===== src/rtl/mult_seq_pkg.sv =====
// mult_seq_pkg: FSM state type and width/slice helpers for the shared sequential multiplier
package mult_seq_pkg;
    typedef enum logic [1:0] {IDLE, MUL, DONE} state_t;
    localparam int MIN_W = 1;
    function automatic int idx_w(input int n);
        return (n > 1) ? $clog2(n) : MIN_W;
    endfunction
    function automatic int op_base(input int r, input int k, input int nops, input int width);
        return (r * nops + k) * width;
    endfunction
endpackage


===== src/rtl/mult_seq_arb_rr_arbiter.sv =====
// rr_arbiter: one-hot round-robin pick, searching upward from ptr with wrap
module rr_arbiter #(
    parameter int NREQ = 2,
    parameter int IDW  = 1
) (
    input  logic [NREQ-1:0] req,
    input  logic [IDW-1:0]  ptr,
    input  logic            en,
    output logic [NREQ-1:0] gnt,
    output logic [IDW-1:0]  idx
);
    logic found;
    always_comb begin
        idx = '0;
        found = 1'b0;
        for (int i = 0; i < NREQ; i++) begin
            if (en && !found && req[(int'(ptr) + i) % NREQ]) begin
                found = 1'b1;
                idx = IDW'((int'(ptr) + i) % NREQ);
            end
        end
        gnt = found ? (NREQ'(1) << idx) : '0;
    end
endmodule


===== src/rtl/mult_seq_arb.sv =====
// mult_seq_arb: round-robin shared multiplier folding NOPS operands per request, one per clock.
// MULT_SEQ_EARLY_EXIT_EN: finish as soon as the running product reaches zero.
module mult_seq_arb
    import mult_seq_pkg::*;
#(
    parameter int WIDTH = 1,
    parameter int NOPS  = 5,
    parameter int NREQ  = 2,
    parameter int IDW   = 1
) (
    input  logic                       clk,
    input  logic                       rst,
    input  logic [NREQ-1:0]            req,
    input  logic [NREQ*NOPS*WIDTH-1:0] ops,
    output logic [NREQ-1:0]            gnt,
    output logic                       busy,
    output logic                       out_valid,
    output logic [WIDTH-1:0]           out_data,
    output logic [IDW-1:0]             out_id,
    input  logic                       out_ready
);
    localparam int IXW = idx_w(NOPS);
`ifdef MULT_SEQ_EARLY_EXIT_EN
    localparam bit EARLY = 1'b1;
`else
    localparam bit EARLY = 1'b0;
`endif
    state_t state;
    logic [WIDTH-1:0] op_reg [NOPS];
    logic [WIDTH-1:0] acc, prod, op0;
    logic [IXW-1:0] idx;
    logic [IDW-1:0] id, ptr, win;

    rr_arbiter #(.NREQ(NREQ), .IDW(IDW)) u_arb (
        .req(req),
        .ptr(ptr),
        .en(state == IDLE && !rst),
        .gnt(gnt),
        .idx(win)
    );

    assign op0 = ops[op_base(int'(win), 0, NOPS, WIDTH) +: WIDTH];
    assign prod = acc * op_reg[idx];
    assign out_data = acc;
    assign out_id = id;

    always_ff @(posedge clk) begin
        if (rst) begin
            state <= IDLE;
            busy <= 1'b0;
            out_valid <= 1'b0;
            acc <= '0;
            idx <= '0;
            id <= '0;
            ptr <= '0;
        end else begin
            case (state)
                IDLE: if (|gnt) begin
                    for (int k = 0; k < NOPS; k++)
                        op_reg[k] <= ops[op_base(int'(win), k, NOPS, WIDTH) +: WIDTH];
                    acc <= op0;
                    idx <= IXW'(1);
                    id <= win;
                    ptr <= (win == IDW'(NREQ - 1)) ? '0 : win + 1'b1;
                    busy <= 1'b1;
                    out_valid <= (NOPS == 1) || (EARLY && op0 == '0);
                    state <= ((NOPS == 1) || (EARLY && op0 == '0)) ? DONE : MUL;
                end
                MUL: begin
                    acc <= prod;
                    idx <= idx + 1'b1;
                    out_valid <= (idx == IXW'(NOPS - 1)) || (EARLY && prod == '0);
                    state <= ((idx == IXW'(NOPS - 1)) || (EARLY && prod == '0)) ? DONE : MUL;
                end
                DONE: if (out_ready) begin
                    out_valid <= 1'b0;
                    busy <= 1'b0;
                    state <= IDLE;
                end
                default: state <= IDLE;
            endcase
        end
    end
endmodule


===== config.mk =====
export PLATFORM = sky130hd
export DESIGN_NAME = mult_seq_arb
export DESIGN_NICKNAME = d
export VERILOG_FILES = /design/src/rtl/mult_seq_pkg.sv /design/src/rtl/mult_seq_arb_rr_arbiter.sv /design/src/rtl/mult_seq_arb.sv
export SDC_FILE = /design/constraint.sdc
export NUM_CORES = 1
export LEC_CHECK = 0
export BUFFER_PORTS_ARGS = -buffer_cell sky130_fd_sc_hd__buf_4
export CAP_MARGIN = 20
export CORE_UTILIZATION = 45
export DETAILED_ROUTE_END_ITERATION = 10
export GPL_ROUTABILITY_DRIVEN = 0
export PLACE_DENSITY_LB_ADDON = 0.05
export RECOVER_POWER = 25
export SLEW_MARGIN = 30
export SYNTH_ARGS = -nofsm -noshare
export SYNTH_HDL_FRONTEND = slang
export SYNTH_SLANG_ARGS = --single-unit
export TNS_END_PERCENT = 50

===== constraint.sdc =====
create_clock -name clk -period 1.2 [get_ports clk]
set_input_delay 0.12 -clock clk [delete_from_list [all_inputs] [get_ports clk]]
set_output_delay 0.12 -clock clk [all_outputs]
set_load 0.01 [all_outputs]

==> results.yml <==
timing:
  slew_violations: 0
  setup_viol: 15
  holdWs_ns: 0.0882
  max_slew_margin_pct: 78.6
  layout_worst_path_cycle_share_pct: 114
  worst_pin_slew_ns: 0.320
  layout_min_cycle_time_ns: 1.37
  hold_viol: 0
  finClkSkew_ns: 0.0131
  rsz0062_at_grt: "true"
  max_clock_freq_mhz: 731
  layout_setup_ws_ns: -0.167
worst_setup_path:
  path_cells: "nor3_4 > o21ai_2 > inv_2 > nand2_2 > inv_2 > buf_6"
  worstPathMaxFanout: 3
  cp.arrival_ns: 1.25
  critPathKind: "flop to output pin"
  rrSetupSlack_ns: -0.17
  reg2reg_from: "state[1]"
  r2r_cells: 4
  crit_slowest_cell: "dfxtp_4"
  critPathTopFamily: "flip-flops"
  worst-path-stages: 6
  critical_path_buf_inv_count: 3
  critical_path.startpoint: "state[1]"
  required_ns: 1.08
  critical-path-max-stage-delay_ns: 0.37
  rr_endpoint: "op_reg[0]"
  start_kind: "flop"
  cpMostUsedCell: "inv_2"
  cp-endpoint: "gnt[0]"
  end_kind: "output pin"
global_routing:
  antenna_found_initial: 0
  grt_use_met2_pct: 30.0
  grt.overflow.total: 0
  grt_pass1_vias: 637
  grt_pass1_wl_mm: 2.68
  grt_max_degree: 12
  top_usage_layer: "met2"
  grt_usage_pct: 18.9
  use_met1_pct: 25.3
  grtUsageMet3_pct: 4.49
worst_hold_path:
  hp-class: "primary input to flop"
  worstHoldStart: "out_ready"
die:
  core_sq_um: 1590
  start_util_pct: 50.5
  design.die.area_sq_um: 1960
  chipHeight_um: 44.3
  fp.dieW_um: 44.3
  num_rows: 14
  top_level_ports: 21
clocking:
  ctsLongestPathBuffers: 2
  cts.sinks: 18
  postCtsHoldBufs: 0
  htreeDepth: 1
  cts.reportedPaths.clkPinSlew_ns: 0.11
  cts_root_buf: "clkbuf_4"
  cts_tree: "yes"
  clock_latency_ns: 0.29
  cts-buffers-inserted: 3
route:
  wl_per_cell_um: 11.6
  drt-initial-drc-count: 7
  drt-pass1-iter-count: 4
  avgViaCountPerCell: 4.81
  vias: 654
  drc: 0
  wl_mm: 1.58
  route.antenna.remaining_nets: 0
logic_synthesis:
  syn_inst: 75
  synth_compound_area_share_pct: 11.8
  synth_warnings: 0
  synth_top_family_by_area: "simple AND/OR/NAND/NOR gates"
  synth-seq-cells: 18
  netlist_area_sq_um: 805
  synth-xor-area-share_pct: 0
  ys_seq_area_share_pct: 51.0
  syn_nets: 92
  synthSimpleGateAreaFrac_pct: 20.8
  syn_avg_cell_area_sq_um: 10.7
  yosysUniqueCellTypes: 30
  synth.area.mux_share_pct: 9.95
  synthAdderAreaFrac_pct: 3.11
layout:
  final_common_cell: "buf_4"
  final_layout_size_suffix_gt1_share_pct: 50.0
  layout_common_cells: "28 x buf_4, 12 x dfxtp_1, 6 x nand2_1"
  syn_to_final_growth_pct: 44.5
  fin_util_pct: 72.9
  nets: 130
  antenna_cells: 0
  fillers: 119
run:
  cap_viol_max_count: 0
power:
  p_total_mw: 1.26
  powerDensity_nw_per_um2: 1080
  leakagePower_nw: 0.488
  peakVddDrop_v: 0.000711
run_status:
  violations: "setup timing"
  status: "complete, but fails checks"
placement:
  dpl.hpwl_mm: 1.19
  io_buffers: 20
logic make-up after synthesis:
family,count (synthesis)
AOI/OAI and AO/OA,13
and+or+nand+nor,28
buffers and inverters,7
adders and majority gates,2
DFF,18
muxes,7
per-layer routing:
metal  share of wire (%)  up-vias
met1                  48      297
met3                 4.1        0
met5                   0        -
met4                   0        0
li1                    -      339
met2                  48       18
how the worst min path moves through the flow:
stage | cells past startpoint | slack (ns) | endpoint
floorplan | 2 | 0.28 | state[1]
global placement | 3 | 0.40 | state[1]
detailed placement | 3 | 0.40 | state[1]
CTS | 3 | 0.08 | state[1]
global route | 3 | 0.08 | state[1]
finish | 3 | 0.09 | state[1]
cell type report:
| type | instances | area, sq um | area share [%] |
|---|---|---|---|
| clock buffer | 3 | 22.5 | 1.94 |
| clock inverter | 1 | 3.75 | 0.323 |
| inverter | 6 | 22.5 | 1.94 |
| multi-input combinational | 50 | 390 | 33.6 |
| sequential | 18 | 414 | 35.6 |
| tap | 24 | 30.0 | 2.58 |
| timing repair buffer | 34 | 279 | 24.0 |
power breakdown:
part / internal, mW / total, mW / switching [mW]
clock: 0.121 / 0.303 / 0.182
combinational: 0.149 / 0.262 / 0.113
sequential: 0.667 / 0.692 / 0.0249
total: 0.936 / 1.26 / 0.320
worst register-to-register path: stages, from the launching register on:
cell and delay [ns]:
dfxtp_4 0.37, nor3_4 0.22, nand3_4 0.10, buf_6 0.14, mux2_4 0.30
synth_stat cells, drive strengths merged:
library cell	count	share of area, %
and2b	1	1.1
o2bb2ai	2	3.0
or2	1	0.78
clkbuf	1	0.47
mux2i	2	2.5
dfxtp	13	32
a22oi	1	0.93
nor2	2	0.93
a21oi	4	2.5
nand2b	4	3.1
mux2	5	7.5
nor3b	1	0.93
a2111oi	1	1.1
nand3	4	4.0
nand2	8	3.7
inv	6	2.8
o31a	1	1.1
ha	2	3.1
o21ai	3	2.3
edfxtp	5	19
nor2b	1	0.78
a211oi	1	0.93
nor3	5	4.5
nand3b	1	0.93
repair_timing:
item,CTS,global route
buffers inserted,3,0
resized for setup,11,3
endpoints found under the setup margin,19,22
pin swaps,5,2
endpoints found under the hold margin,0,0
through the flow:
stage	setup TNS [ns]	std cells	setup slack, ns	cell area, sq um
after floorplan	-0.197	75	-0.0666	806
after CTS	-2.27	136	-0.199	1150
final	-1.90	136	-0.167	1160
after detailed placement	-0.559	129	-0.123	1080
after global placement	-0.402	129	-0.0885	1080
after global routing	-3.12	136	-0.264	1160
No activity file was read; power rests on OpenSTA's default activity.
